===== src/rtl/simple_uart_rx_pkg.sv =====
// uart_pkg: shared UART types, bit timing and register map constants.
package uart_pkg;
    typedef enum logic [1:0] {IDLE, START, DATA, STOP} rx_state_t;
    localparam int TICKS_PER_BIT = 3;
    localparam int SAMPLE_SUB = 1;
    localparam logic [1:0] ODR = 2'd0;
    localparam logic [1:0] IDR = 2'd1;
    localparam logic [1:0] BSR = 2'd2;
    localparam logic [1:0] SR = 2'd3;
    localparam int SR_TX_BUSY = 0;
    localparam int SR_RX_VALID = 1;
    localparam int SR_OVERRUN = 2;
    localparam int SR_FRAME_ERR = 3;
    function automatic logic maj3(input logic a, input logic b, input logic c);
        return (a & b) | (a & c) | (b & c);
    endfunction
endpackage


===== src/rtl/simple_uart_rx_if.sv =====
// simple_uart_rx_if: register-side read path and status of the UART receiver.
interface simple_uart_rx_if #(parameter int CW = 3);
    logic rd_i;
    logic clr_err_i;
    logic [7:0] data_o;
    logic valid_o;
    logic [CW-1:0] count_o;
    logic overrun_o;
    logic frame_err_o;
    modport master(input rd_i, clr_err_i, output data_o, valid_o, count_o, overrun_o, frame_err_o);
    modport slave(output rd_i, clr_err_i, input data_o, valid_o, count_o, overrun_o, frame_err_o);
endinterface


===== src/rtl/simple_uart_rx_fifo.sv =====
// uart_byte_fifo: first-word fall-through byte FIFO; head reads as 0 when empty.
module uart_byte_fifo #(
    parameter int DEPTH = 4,
    parameter int CW = $clog2(DEPTH) + 1
) (
    input  logic clk_i,
    input  logic rst_i,
    input  logic push_i,
    input  logic pop_i,
    input  logic [7:0] din_i,
    output logic [7:0] dout_o,
    output logic full_o,
    output logic [CW-1:0] count_o
);
    localparam int AW = $clog2(DEPTH);
    logic [7:0] mem [DEPTH];
    logic [AW-1:0] wr_ptr, rd_ptr;
    logic [CW-1:0] cnt;
    logic empty, do_pop, do_push;
    assign empty = cnt == '0;
    assign full_o = cnt == CW'(DEPTH);
    assign do_pop = pop_i && !empty;
    // a pop in the same cycle frees the slot a full FIFO needs
    assign do_push = push_i && (!full_o || do_pop);
    assign dout_o = empty ? 8'd0 : mem[rd_ptr];
    assign count_o = cnt;
    always_ff @(posedge clk_i or negedge rst_i) begin
        if (!rst_i) begin
            wr_ptr <= '0;
            rd_ptr <= '0;
            cnt <= '0;
        end else begin
            wr_ptr <= wr_ptr + AW'(do_push);
            rd_ptr <= rd_ptr + AW'(do_pop);
            cnt <= cnt + CW'(do_push) - CW'(do_pop);
        end
    end
    always_ff @(posedge clk_i)
        if (do_push) mem[wr_ptr] <= din_i;
endmodule


===== src/rtl/simple_uart_rx.sv =====
// simple_uart_rx: 8N1 receiver on the shared 3x baud tick, feeding a byte FIFO.
// Define UART_RX_MAJORITY_EN for 2-of-3 voting per bit instead of one mid-bit sample.
module simple_uart_rx
    import uart_pkg::*;
#(
    parameter int DEPTH = 4,
    parameter int CW = 3
) (
    input  logic clk_i,
    input  logic rst_i,
    input  logic rxd_i,
    input  logic [31:0] bsr_i,
    simple_uart_rx_if.master bus
);
    logic [1:0] sync;
    logic rxd_s, tick, last_sub, decide, smp, push, bad_stop, full, ovf;
    logic [31:0] cnt;
    rx_state_t state, state_n;
    logic [1:0] sub, sub_n;
    logic [2:0] bit_idx, bit_idx_n;
    logic [7:0] shift, shift_n, fifo_data;
    logic [CW-1:0] fifo_count;
    logic overrun, frame_err;
    assign rxd_s = sync[1];
    assign tick = cnt >= bsr_i;
    assign last_sub = sub == 2'(TICKS_PER_BIT - 1);
`ifdef UART_RX_MAJORITY_EN
    logic [1:0] vote;
    always_ff @(posedge clk_i or negedge rst_i) begin
        if (!rst_i) vote <= 2'b11;
        else if (tick) vote <= (state == IDLE || sub == 2'd0) ? {vote[1], rxd_s} : (sub == 2'd1) ? {rxd_s, vote[0]} : vote;
    end
    assign smp = maj3(vote[0], vote[1], rxd_s);
    assign decide = last_sub;
`else
    assign smp = rxd_s;
    assign decide = sub == 2'(SAMPLE_SUB);
`endif
    always_ff @(posedge clk_i or negedge rst_i) begin
        if (!rst_i) begin
            sync <= 2'b11;
            cnt <= 32'd0;
            state <= IDLE;
            sub <= 2'd0;
            bit_idx <= 3'd0;
            shift <= 8'd0;
            overrun <= 1'b0;
            frame_err <= 1'b0;
        end else begin
            sync <= {sync[0], rxd_i};
            cnt <= tick ? 32'd0 : cnt + 32'd1;
            state <= state_n;
            sub <= sub_n;
            bit_idx <= bit_idx_n;
            shift <= shift_n;
            overrun <= ovf | (overrun & ~bus.clr_err_i);
            frame_err <= bad_stop | (frame_err & ~bus.clr_err_i);
        end
    end
    // sub holds the index of the upcoming tick; the start-detect tick is sub 0 of START
    always_comb begin
        state_n = state;
        sub_n = sub;
        bit_idx_n = bit_idx;
        shift_n = shift;
        push = 1'b0;
        bad_stop = 1'b0;
        if (tick) begin
            sub_n = last_sub ? 2'd0 : sub + 2'd1;
            case (state)
                IDLE: begin
                    state_n = rxd_s ? IDLE : START;
                    sub_n = 2'd1;
                    bit_idx_n = 3'd0;
                end
                START: state_n = (decide && smp) ? IDLE : last_sub ? DATA : START;
                DATA: begin
                    if (decide) shift_n[bit_idx] = smp;
                    if (last_sub) begin
                        bit_idx_n = bit_idx + 3'd1;
                        state_n = (bit_idx == 3'd7) ? STOP : DATA;
                    end
                end
                default: if (decide) begin
                    state_n = IDLE;
                    push = smp;
                    bad_stop = !smp;
                end
            endcase
        end
    end
    assign ovf = push && full && !bus.rd_i;
    uart_byte_fifo #(.DEPTH(DEPTH), .CW(CW)) u_fifo (
        .clk_i(clk_i),
        .rst_i(rst_i),
        .push_i(push),
        .pop_i(bus.rd_i),
        .din_i(shift),
        .dout_o(fifo_data),
        .full_o(full),
        .count_o(fifo_count)
    );
    assign bus.data_o = fifo_data;
    assign bus.valid_o = fifo_count != '0;
    assign bus.count_o = fifo_count;
    assign bus.overrun_o = overrun;
    assign bus.frame_err_o = frame_err;
endmodule


===== src/flat_wrapper.sv =====
// flat-port wrapper written by rule: the top's interface ports become plain ports
module simple_uart_rx_flat import uart_pkg::*;
#(
    parameter int DEPTH = 4,
    parameter int CW = 3
)
  (clk_i, rst_i, rxd_i, bsr_i, bus_rd_i, bus_clr_err_i, bus_data_o, bus_valid_o, bus_count_o, bus_overrun_o, bus_frame_err_o);
  simple_uart_rx_if #(.CW(CW)) bus_i ();
  input  logic clk_i;
  input  logic rst_i;
  input  logic rxd_i;
  input  logic [31:0] bsr_i;
  input wire logic [$bits(bus_i.rd_i)-1:0] bus_rd_i;
  input wire logic [$bits(bus_i.clr_err_i)-1:0] bus_clr_err_i;
  output wire logic [$bits(bus_i.data_o)-1:0] bus_data_o;
  output wire logic [$bits(bus_i.valid_o)-1:0] bus_valid_o;
  output wire logic [$bits(bus_i.count_o)-1:0] bus_count_o;
  output wire logic [$bits(bus_i.overrun_o)-1:0] bus_overrun_o;
  output wire logic [$bits(bus_i.frame_err_o)-1:0] bus_frame_err_o;
  assign bus_i.rd_i = bus_rd_i;
  assign bus_i.clr_err_i = bus_clr_err_i;
  assign bus_data_o = bus_i.data_o;
  assign bus_valid_o = bus_i.valid_o;
  assign bus_count_o = bus_i.count_o;
  assign bus_overrun_o = bus_i.overrun_o;
  assign bus_frame_err_o = bus_i.frame_err_o;
  simple_uart_rx #(.DEPTH(DEPTH), .CW(CW)) u_core (.clk_i(clk_i), .rst_i(rst_i), .rxd_i(rxd_i), .bsr_i(bsr_i), .bus(bus_i));
endmodule

===== config.mk =====
export PLATFORM = sky130hd
export DESIGN_NAME = simple_uart_rx_flat
export DESIGN_NICKNAME = d
export VERILOG_FILES = /design/src/rtl/simple_uart_rx_pkg.sv /design/src/rtl/simple_uart_rx_if.sv /design/src/rtl/simple_uart_rx_fifo.sv /design/src/rtl/simple_uart_rx.sv /design/src/flat_wrapper.sv
export SDC_FILE = /design/constraint.sdc
export NUM_CORES = 1
export LEC_CHECK = 0
export ABC_AREA = 0
export CORE_ASPECT_RATIO = 1.1
export CORE_MARGIN = 4
export CORE_UTILIZATION = 49
export CTS_BUF_LIST = sky130_fd_sc_hd__clkbuf_8
export CTS_CLUSTER_SIZE = 16
export DETAILED_ROUTE_END_ITERATION = 8
export DONT_BUFFER_PORTS = 1
export PLACE_DENSITY_LB_ADDON = 0.12
export SLEW_MARGIN = 40
export SYNTH_ARGS = -nofsm -noshare
export SYNTH_HDL_FRONTEND = slang
export SYNTH_SLANG_ARGS = --single-unit
export TNS_END_PERCENT = 10

===== constraint.sdc =====
create_clock -name clk_i -period 3.66 [get_ports clk_i]
set_clock_uncertainty 0.2 [all_clocks]
set_input_delay 0.732 -clock clk_i [delete_from_list [all_inputs] [get_ports clk_i]]
set_output_delay 0.732 -clock clk_i [all_outputs]
set_load 0.01 [all_outputs]

==> run_results.csv, run 1 <==
group,metric,value,unit
die,num_rows,37,
synthesis,synth_edf_count,32,
worst_setup_path,critPathCaptureType,"flip-flop",
clock_network,cts-hold-fix-buffers,2,
power,ir_drop,0.000190,V
detailed_routing,avgRoutedWirePerCell,15.5,µm
timing,tns,0,ns
synthesis,synth_seq_cells,90,
timing,report.final.slew_viol_count,0,
detailed_routing,vias_per_cell,5.44,
grt,grt_pass1_vias,3039,
timing,setup_viol_count_final,0,
layout,finalNetCount,507,
detailed_routing,dr.pass1.iters,4,
clock_network,cts_made_buffers,9,
synthesis,synth_area_per_cell,11.3,µm²
layout,fillers,810,
power,finalPower,0.00209,W
detailed_routing,routed_wl,8560,µm
timing,maxSlewHeadroom,51.0,%
layout,fin_util,54.7,%
synthesis,syn_inst,419,
place,dp_hpwl,6110,µm
worst_setup_path,required,3.70,ns
grt,grt_use_total,16.5,%
clock_network,post_cts_buffers,0,
grt,grt_antenna_before_repair,0,
detailed_routing,detail-route-antenna-nets,0,
synthesis,synth_nets,496,
place,gp_congestion,0.757,
layout,n_antenna_cell,0,
clock_network,cts_sinks,90,
synthesis,yosysWarnings,0,
timing,finalHoldViolCount,0,
layout,syn_to_final_growth,8.36,%
die,die_h,111,µm
detailed_routing,drtIter0Drc,100,
clock_network,clk_pin_slew,0.10,ns
timing,worst_slew_pin_slew,0.732,ns
die,io_pins,51,
clock_network,clockRootBuffer,"clkbuf_8",
die,core,9400,µm²
worst_setup_path,worst_setup_path_start_kind,"flip-flop",
die,start_util,50.5,%
timing,rsz0062_at_grt,"no",
timing,max_freq,0.316,GHz
worst_setup_path,crit_arrival,3.20,ns
hold_path,hp-class,"primary input to async pin",
place,port_buffers,0,
place,place_inst,534,
power,power.density,406,nW/µm²
grt,grt_max_degree,58,
clock_network,post_cts_resized,0,
synthesis,synth_seq_area_share,50.9,%
grt,grt_pass1_wl,14600,µm
worst_setup_path,reg2reg_setup_slack,0.50,ns
synthesis,syn-cell-area,4740,µm²
synthesis,ys.flop_type,"dfrtp_1",
power,leakage,2.43,nW
run_status,outcome,"completed",
detailed_routing,drc,0,
layout,final_cells,552,
flow_run,max_cap_viol_count,0,
layout,drive_above_1_share,10.3,%
synthesis,synthArstFlopShare,64.4,%
die,fp.dieArea,11300,µm²
die,fp.dieW,102,µm
timing,fin_crit_sh,86.4,%
clock_network,cts_max_path_buffers,2,
worst_setup_path,reg2regPathDepth,11,
detailed_routing,vias,3003,
timing,post-route-min-period,3.16,ns
worst_setup_path,path_max_fanout,4,
worst_setup_path,path_class,"flip-flop to flip-flop",
timing,whs,0.0287,ns
synthesis,ys_types,46,
clock_network,clk_latency,0.36,ns
grt,overflow,0,
clock_network,htreeDepth,3,
clock_network,tritoncts,"yes",
## layout by cell type (no fill, tap or decap), types with 16 or more instances in the layout
cell      instances
a21oi_1          16
dfrtp_1          56
edfxtp_1         32
ha_1             39
inv_1            44
nand2_1          26
nand3_1          21
nor2_1           42
xor2_1           20
## sequential cells by signal, summed over array words and instances (netlist names), 3 cells and up
| signal | cells |
|---|---|
| u_core.cnt | 32 |
| u_core.u_fifo.mem | 32 |
| u_core.shift | 8 |
| u_core.bit_idx | 3 |
| u_core.u_fifo.count_o | 3 |
## cells in the mapped netlist, types with 2 or more instances
library cell,instances,area (µm²)
a21o_1,3,22.5
edfxtp_1,32,961
a221o_1,2,20.0
xor2_1,20,175
and4_1,4,35.0
dfstp_2,2,52.6
dfrtp_1,56,1400
nor3b_1,5,37.5
nand4_1,11,68.8
or3_1,3,18.8
nor3_1,3,15.0
clkbuf_1,4,15.0
mux4_2,8,180
inv_1,44,165
mux2_1,4,45.0
a21oi_1,16,80.1
o211ai_1,3,22.5
a211oi_1,2,15.0
o22ai_1,2,12.5
nand2_1,26,97.6
a22o_1,2,17.5
o21ai_0,7,35.0
ha_1,39,488
nand3_1,21,105
mux2_2,5,56.3
nand2b_1,4,25.0
and3_1,8,50.1
a31oi_1,2,12.5
xnor2_1,11,96.3
nor2b_1,11,68.8
nor2_1,42,158
buf_6,3,33.8
## stage by stage
stage / cell area, µm² / worst slack (ns)
after CTS: 5140 / 0.450
after detailed placement: 4890 / 0.141
after floorplan: 4740 / 0.0611
final: 5140 / 0.499
after global routing: 5140 / 0.295
after global placement: 4890 / 0.203
## worst max-delay path, stage by stage (launching register included)
cell	delay, ns
dfrtp_1	0.44
ha_1	0.31
a21oi_1	0.12
o21ai_0	0.11
a221o_1	0.40
a2111oi_4	0.40
o21ai_4	0.10
nand3_1	0.12
ha_1	0.23
inv_1	0.05
ha_1	0.15
fa_1	0.41
## where the power goes
group / internal, W / switching [W] / total, W / leakage (nW)
clock network: 0.000336 / 0.000399 / 0.000735 / 0.110
registers: 0.00107 / 0.0000873 / 0.00116 / 1.11
logic: 0.000100 / 0.0000944 / 0.000194 / 1.22
## kinds of logic (layout without fill, tap and decap cells)
logic type                 count (synthesis)  after routing  share of synthesized area, %
buffers and inverters                     53             69                          4.77
muxes                                     18             18                          6.14
AOI/OAI and AO/OA                         43             43                          6.12
and+or+nand+nor                          144            144                          15.6
adders and majority gates                 40             40                          10.7
xor gates and xnor gates                  31             31                          5.72
DFF                                       90             90                          50.9
## area by class of cell
| class | instances | area, µm² | area share [%] |
|---|---|---|---|
| clock buffers | 9 | 124 | 2.41 |
| clock inverters | 7 | 90.1 | 1.75 |
| inverters | 44 | 165 | 3.21 |
| multi-input cells | 276 | 2110 | 41.1 |
| flip-flops and latches | 90 | 2410 | 47.0 |
| well taps | 117 | 146 | 2.85 |
| repair buffers | 9 | 90.1 | 1.75 |
## routing by layer
layer	vias up	part of all wire [%]	track usage [%]
met5	-	0	0
met4	0	1.1	5.77
met3	9	4.1	2.96
met2	54	46	24.3
met1	1444	49	24.3
li1	1496	-	-
## worst paths after layout
path                                      from                        to
worst min register to register  u_core.sync[0]            u_core.sync[1]
min in group clk_i              u_core.sync[0]            u_core.sync[1]
worst max-delay path            u_core.cnt[17]  u_core.u_fifo.count_o[1]
worst max register to register  u_core.cnt[17]  u_core.u_fifo.count_o[1]
worst min-delay path                     rst_i            u_core.cnt[25]
max in group asynchronous                rst_i            u_core.sync[0]
Note: power is estimated with default switching activity, not from simulation.
==> run 2: changes to the inputs <==
Settings changed: CORE_UTILIZATION 49 to 60.
==> run 2 against run 1 <==
  * Register-to-register slack worse by 0.16 ns
  * Sequential power hardly changed
  * Via count is 0.60% higher
  * Sequential cell count stayed put
  * Count of clock-buffer cells in the layout stayed put
  * First-iteration DRC count is 49% higher
  * Largest cell class unchanged
  * Largest power group unchanged
  * Highest routed layer unchanged
==> run_results.csv, run 2 (synthesized netlist as in run 1, its figures left out) <==
group,metric,value,unit
place,gp_congestion,0.823,
clock_network,cts_made_buffers,9,
place,place_inst,520,
layout,syn_to_final_growth,6.94,%
power,power.density,387,nW/µm²
detailed_routing,vias,3021,
grt,grt_pass1_vias,3103,
power,leakage,2.40,nW
power,power_frac_seq,58.8,%
timing,worst_slew_pin_slew,0.702,ns
grt,grt_antenna_before_repair,0,
power,p_comb_share,9.8,%
die,io_pins,51,
grt,grt_max_degree,57,
timing,maxSlewHeadroom,53.0,%
hold_path,hp-class,"primary input to async pin",
timing,max_freq,0.301,GHz
clock_network,clk_latency,0.36,ns
clock_network,htreeDepth,3,
place,dp_hpwl,5920,µm
run_status,outcome,"completed",
clock_network,post_cts_resized,0,
clock_network,cts_max_path_buffers,2,
clock_network,cts-hold-fix-buffers,2,
grt,overflow,0,
detailed_routing,routed_wl,8260,µm
clock_network,cts_sinks,90,
worst_setup_path,path_max_fanout,6,
die,num_rows,33,
detailed_routing,drtIter0Drc,149,
die,fp.dieW,92.8,µm
power,power_switching,0.000538,W
worst_setup_path,path_class,"flip-flop to flip-flop",
die,fp.dieArea,9400,µm²
layout,multi_input_area,2110,µm²
die,core,7600,µm²
detailed_routing,detail-route-antenna-nets,0,
detailed_routing,dr.pass1.iters,4,
layout,top_regs,"u_core.cnt: 32 flops, u_core.u_fifo.mem: 32 flops, u_core.shift: 8 flops",
layout,finalNetCount,505,
power,switching_share,27.4,%
power,clkPwrFrac,31.3,%
layout,drive_above_1_share,9.70,%
layout,final_cell_mix,"dfrtp_1 (56), inv_1 (45), nor2_1 (42)",
layout,final_cells,538,
detailed_routing,drc,0,
place,port_buffers,0,
timing,whs,0.0157,ns
power,ir_drop,0.000207,V
timing,setup_viol_count_final,0,
timing,fin_crit_sh,90.8,%
layout,fillers,597,
timing,rsz0062_at_grt,"no",
die,start_util,62.5,%
worst_setup_path,critPathCaptureType,"flip-flop",
detailed_routing,avgRoutedWirePerCell,15.4,µm
worst_setup_path,worst_setup_path_start_kind,"flip-flop",
timing,finalHoldViolCount,0,
detailed_routing,vias_per_cell,5.62,
grt,grt_use_total,19.6,%
worst_setup_path,required,3.70,ns
timing,report.final.slew_viol_count,0,
worst_setup_path,crit_arrival,3.37,ns
clock_network,tritoncts,"yes",
layout,seqCellArea,2410,µm²
flow_run,max_cap_viol_count,0,
grt,grt_pass1_wl,14400,µm
timing,tns,0,ns
clock_network,post_cts_buffers,0,
clock_network,clockRootBuffer,"clkbuf_8",
die,die_h,101,µm
layout,layout.cells.most_common,"dfrtp_1",
power,p_int,0.00142,W
clock_network,clk_pin_slew,0.09,ns
layout,n_antenna_cell,0,
timing,post-route-min-period,3.32,ns
## run 2: cell types whose count changed in the layout (fill, tap and decap cells not counted), sizes merged
cell      change
clkinv        -1
buf           -2
bufinv        -1
clkinvlp      +3
inv           -1
## run 2: path summary, 6_finish.rpt
path	start	to	slack (ns)	depth (start not counted)
min in group clk_i	rxd_i	u_core.sync[0]	0.16	0
worst max-delay path	u_core.cnt[19]	u_core.u_fifo.count_o[1]	0.34	11
worst min register to register	u_core.sync[0]	u_core.sync[1]	0.16	0
worst max register to register	u_core.cnt[19]	u_core.u_fifo.count_o[1]	0.34	11
max in group asynchronous	rst_i	u_core.sync[1]	2.52	1
worst min-delay path	rst_i	u_core.u_fifo.rd_ptr[0]	0.02	1
## run 2: stage by stage
stage | setup slack (ns) | cell area [µm²] | total power [W] | util (%)
after global routing | 0.120 | 5070 | 0.00206 | 66.8
after detailed placement | -0.00509 | 4860 | 0.00136 | 64.0
final | 0.338 | 5070 | 0.00196 | 66.8
after global placement | 0.0613 | 4860 | 0.00135 | 64.0
after floorplan | 0.0611 | 4740 | 0.00131 | -
after CTS | 0.305 | 5070 | 0.00199 | 66.8
## run 2: cell type report
class,instances,share of cell area [%]
timing repair buffer,7,1.48
clock inverter,7,1.04
clock buffer,9,2.44
sequential,90,47.6
tap,105,2.59
inverter,44,3.26
multi-input combinational,276,41.6
## run 2: power groups by stage
stage | registers [W] | logic (W) | clock network, W
2_1_floorplan | 0.00112 | 0.000186 | 0
3_3_place_gp | 0.00118 | 0.000172 | 0
3_5_place_dp | 0.00118 | 0.000180 | 0
4_1_cts | 0.00116 | 0.000199 | 0.000629
5_1_grt | 0.00117 | 0.000220 | 0.000675
6_report | 0.00115 | 0.000193 | 0.000615
## run 2: worst max-delay path, stage by stage (launching register included)
cell and delay, ns:
dfrtp_1 0.45, ha_1 0.31, a21oi_1 0.13, o21ai_0 0.09
a221o_1 0.39, a2111oi_4 0.43, o21ai_4 0.11, nand3_1 0.20
ha_1 0.26, inv_1 0.06, ha_1 0.16, fa_1 0.41
## run 2: layer usage
metal  vias to the layer above  GRT usage [%]  share of wire [%]
li1                       1487              -                  -
met1                      1470           25.1                 45
met2                        52           33.1                 50
met3                        12           5.05                3.4
met4                         0           6.09                1.6
met5                         -              0                  0
==> run 3: changes to the inputs <==
Settings changed: ABC_AREA 0 to not set, MAX_ROUTING_LAYER set to met4.
==> run 3 against run 2 <==
  * Sequential cell count is the same
  * Cell count is the same
  * Core utilization is the same
  * Hold slack is essentially flat
  * Non-clock buffer count is the same
  * Register-to-register slack is essentially flat
  * Sequential share of layout area is the same
  * Count of clock-buffer cells in the layout is the same
  * Clock power is essentially flat
  * First-iteration DRC count is the same
  * Fmax is essentially flat
  * Total power is essentially flat
  * Critical endpoint unchanged
  * Largest cell class unchanged
==> run_results.csv, run 3 (synthesized netlist as in run 1, its figures left out) <==
group,metric,value,unit
timing,worst_slew_pin_slew,0.704,ns
place,placed_area,4860,µm²
clock_network,htreeDepth,3,
grt,overflow,0,
layout,finalNetCount,505,
power,power.density,387,nW/µm²
power,finalPower,0.00196,W
detailed_routing,drc,0,
detailed_routing,wl_met3,281,µm
worst_setup_path,path_class,"flip-flop to flip-flop",
die,die_h,101,µm
clock_network,post_cts_buffers,0,
layout,drive_above_1_share,9.70,%
clock_network,tritoncts,"yes",
detailed_routing,dr.pass1.iters,4,
worst_setup_path,reg2regPathDepth,11,
layout,top_regs,"u_core.cnt: 32 flops, u_core.u_fifo.mem: 32 flops, u_core.shift: 8 flops",
clock_network,cts_max_path_buffers,2,
worst_setup_path,critPathCaptureType,"flip-flop",
place,dp_hpwl,5920,µm
worst_setup_path,required,3.70,ns
power,switching_share,27.4,%
clock_network,cts_sinks,90,
timing,post-route-min-period,3.32,ns
clock_network,clockRootBuffer,"clkbuf_8",
worst_setup_path,r2r-end,"u_core.u_fifo.count_o[1]",
hold_path,hp-class,"primary input to async pin",
detailed_routing,wl_met2,4070,µm
layout,syn_to_final_growth,6.94,%
detailed_routing,routed_wl,8230,µm
power,p_comb_share,9.8,%
power,power_frac_seq,58.8,%
die,fp.dieArea,9400,µm²
power,leakage,2.40,nW
flow_run,max_cap_viol_count,0,
timing,rsz0062_at_grt,"no",
grt,grt_pass1_wl,14400,µm
detailed_routing,met1_length,3730,µm
place,port_buffers,0,
die,core,7600,µm²
power,ir_drop,0.000206,V
detailed_routing,avgRoutedWirePerCell,15.3,µm
die,io_pins,51,
power,power_switching,0.000538,W
detailed_routing,detail-route-antenna-nets,0,
die,start_util,62.5,%
grt,grt_antenna_before_repair,0,
layout,layout.cells.most_common,"dfrtp_1",
clock_network,post_cts_resized,0,
detailed_routing,vias,3017,
timing,maxSlewHeadroom,52.9,%
grt,grt_use_total,20.3,%
place,gp_congestion,0.835,
grt,grt_max_degree,57,
clock_network,clk_pin_slew,0.09,ns
die,num_rows,33,
worst_setup_path,rr_startpoint,"u_core.cnt[19]",
timing,setup_viol_count_final,0,
worst_setup_path,path_max_fanout,6,
worst_setup_path,critPathLaunch,"u_core.cnt[19]",
layout,post-route-cell-area,5070,µm²
detailed_routing,vias_per_cell,5.61,
clock_network,clk_latency,0.36,ns
timing,report.final.slew_viol_count,0,
layout,n_antenna_cell,0,
timing,finalHoldViolCount,0,
layout,final_cell_mix,"dfrtp_1 (56), inv_1 (45), nor2_1 (42)",
power,clkPwrFrac,31.4,%
die,fp.dieW,92.8,µm
clock_network,cts_made_buffers,9,
worst_setup_path,reg2reg_setup_slack,0.34,ns
run_status,outcome,"completed",
detailed_routing,top_layer_used,"met4",
worst_setup_path,worst_setup_path_start_kind,"flip-flop",
worst_setup_path,crit_arrival,3.36,ns
timing,tns,0,ns
detailed_routing,drtIter0Drc,149,
grt,grt_pass1_vias,3098,
timing,fin_crit_sh,90.7,%
power,p_int,0.00142,W
timing,max_freq,0.301,GHz
## run 3: cell counts in the layout (fill, tap and decap cells not counted)
Identical to the previous run, type by type.
## run 3: final cells by class
cell class                      count  area [µm²]
Inverter                           44         165
Sequential cell                    90        2410
Tap cell                          105         131
Multi-Input combinational cell    276        2110
Timing Repair Buffer                7        75.1
Clock buffer                        9         124
Clock inverter                      7        52.6
Fill cell                         597        2520
## run 3: metrics by stage
stage	cells	setup slack [ns]	hold WS, ns	utilization, %
3_5_place_dp	520	-0.00509	0.151	64.0
5_1_grt	538	0.120	0.0170	66.8
3_3_place_gp	520	0.0613	0.148	64.0
6_report	538	0.340	0.0162	66.8
2_1_floorplan	419	0.0611	0.145	-
4_1_cts	538	0.305	0.0241	66.8
## run 3: worst max path at each step
stage                                           to  slack (ns)  cells after the start
final                     u_core.u_fifo.count_o[1]        0.34                     11
after global placement    u_core.u_fifo.count_o[1]        0.06                     12
after detailed placement  u_core.u_fifo.count_o[1]      -0.005                     12
after global routing      u_core.u_fifo.count_o[1]        0.12                     11
after CTS                 u_core.u_fifo.count_o[1]        0.31                     11
after floorplan           u_core.u_fifo.count_o[1]        0.06                     13
## run 3: worst max-delay path, stage by stage, from the launching register on
cell	delay [ns]
dfrtp_1	0.45
ha_1	0.31
a21oi_1	0.13
o21ai_0	0.09
a221o_1	0.39
a2111oi_4	0.43
o21ai_4	0.11
nand3_1	0.20
ha_1	0.26
inv_1	0.06
ha_1	0.16
fa_1	0.41
## run 3: power by group through the flow
stage	sequential [W]	combinational (W)	clock, W
3_3_place_gp	0.00118	0.000172	0
2_1_floorplan	0.00112	0.000186	0
6_report	0.00115	0.000193	0.000615
5_1_grt	0.00117	0.000220	0.000676
4_1_cts	0.00116	0.000199	0.000629
3_5_place_dp	0.00118	0.000180	0
## run 3: per-layer routing
metal	GRT usage, %	vias to the layer above
li1	-	1489
met1	25.3	1464
met3	4.98	13
met4	6.09	0
met2	33.0	51
met5	-	-
## run 3: what timing repair did
item | CTS | global route
endpoints found under the setup margin | 0 | 0
hold buffers | 2 | 0
endpoints found under the hold margin | 56 | 0
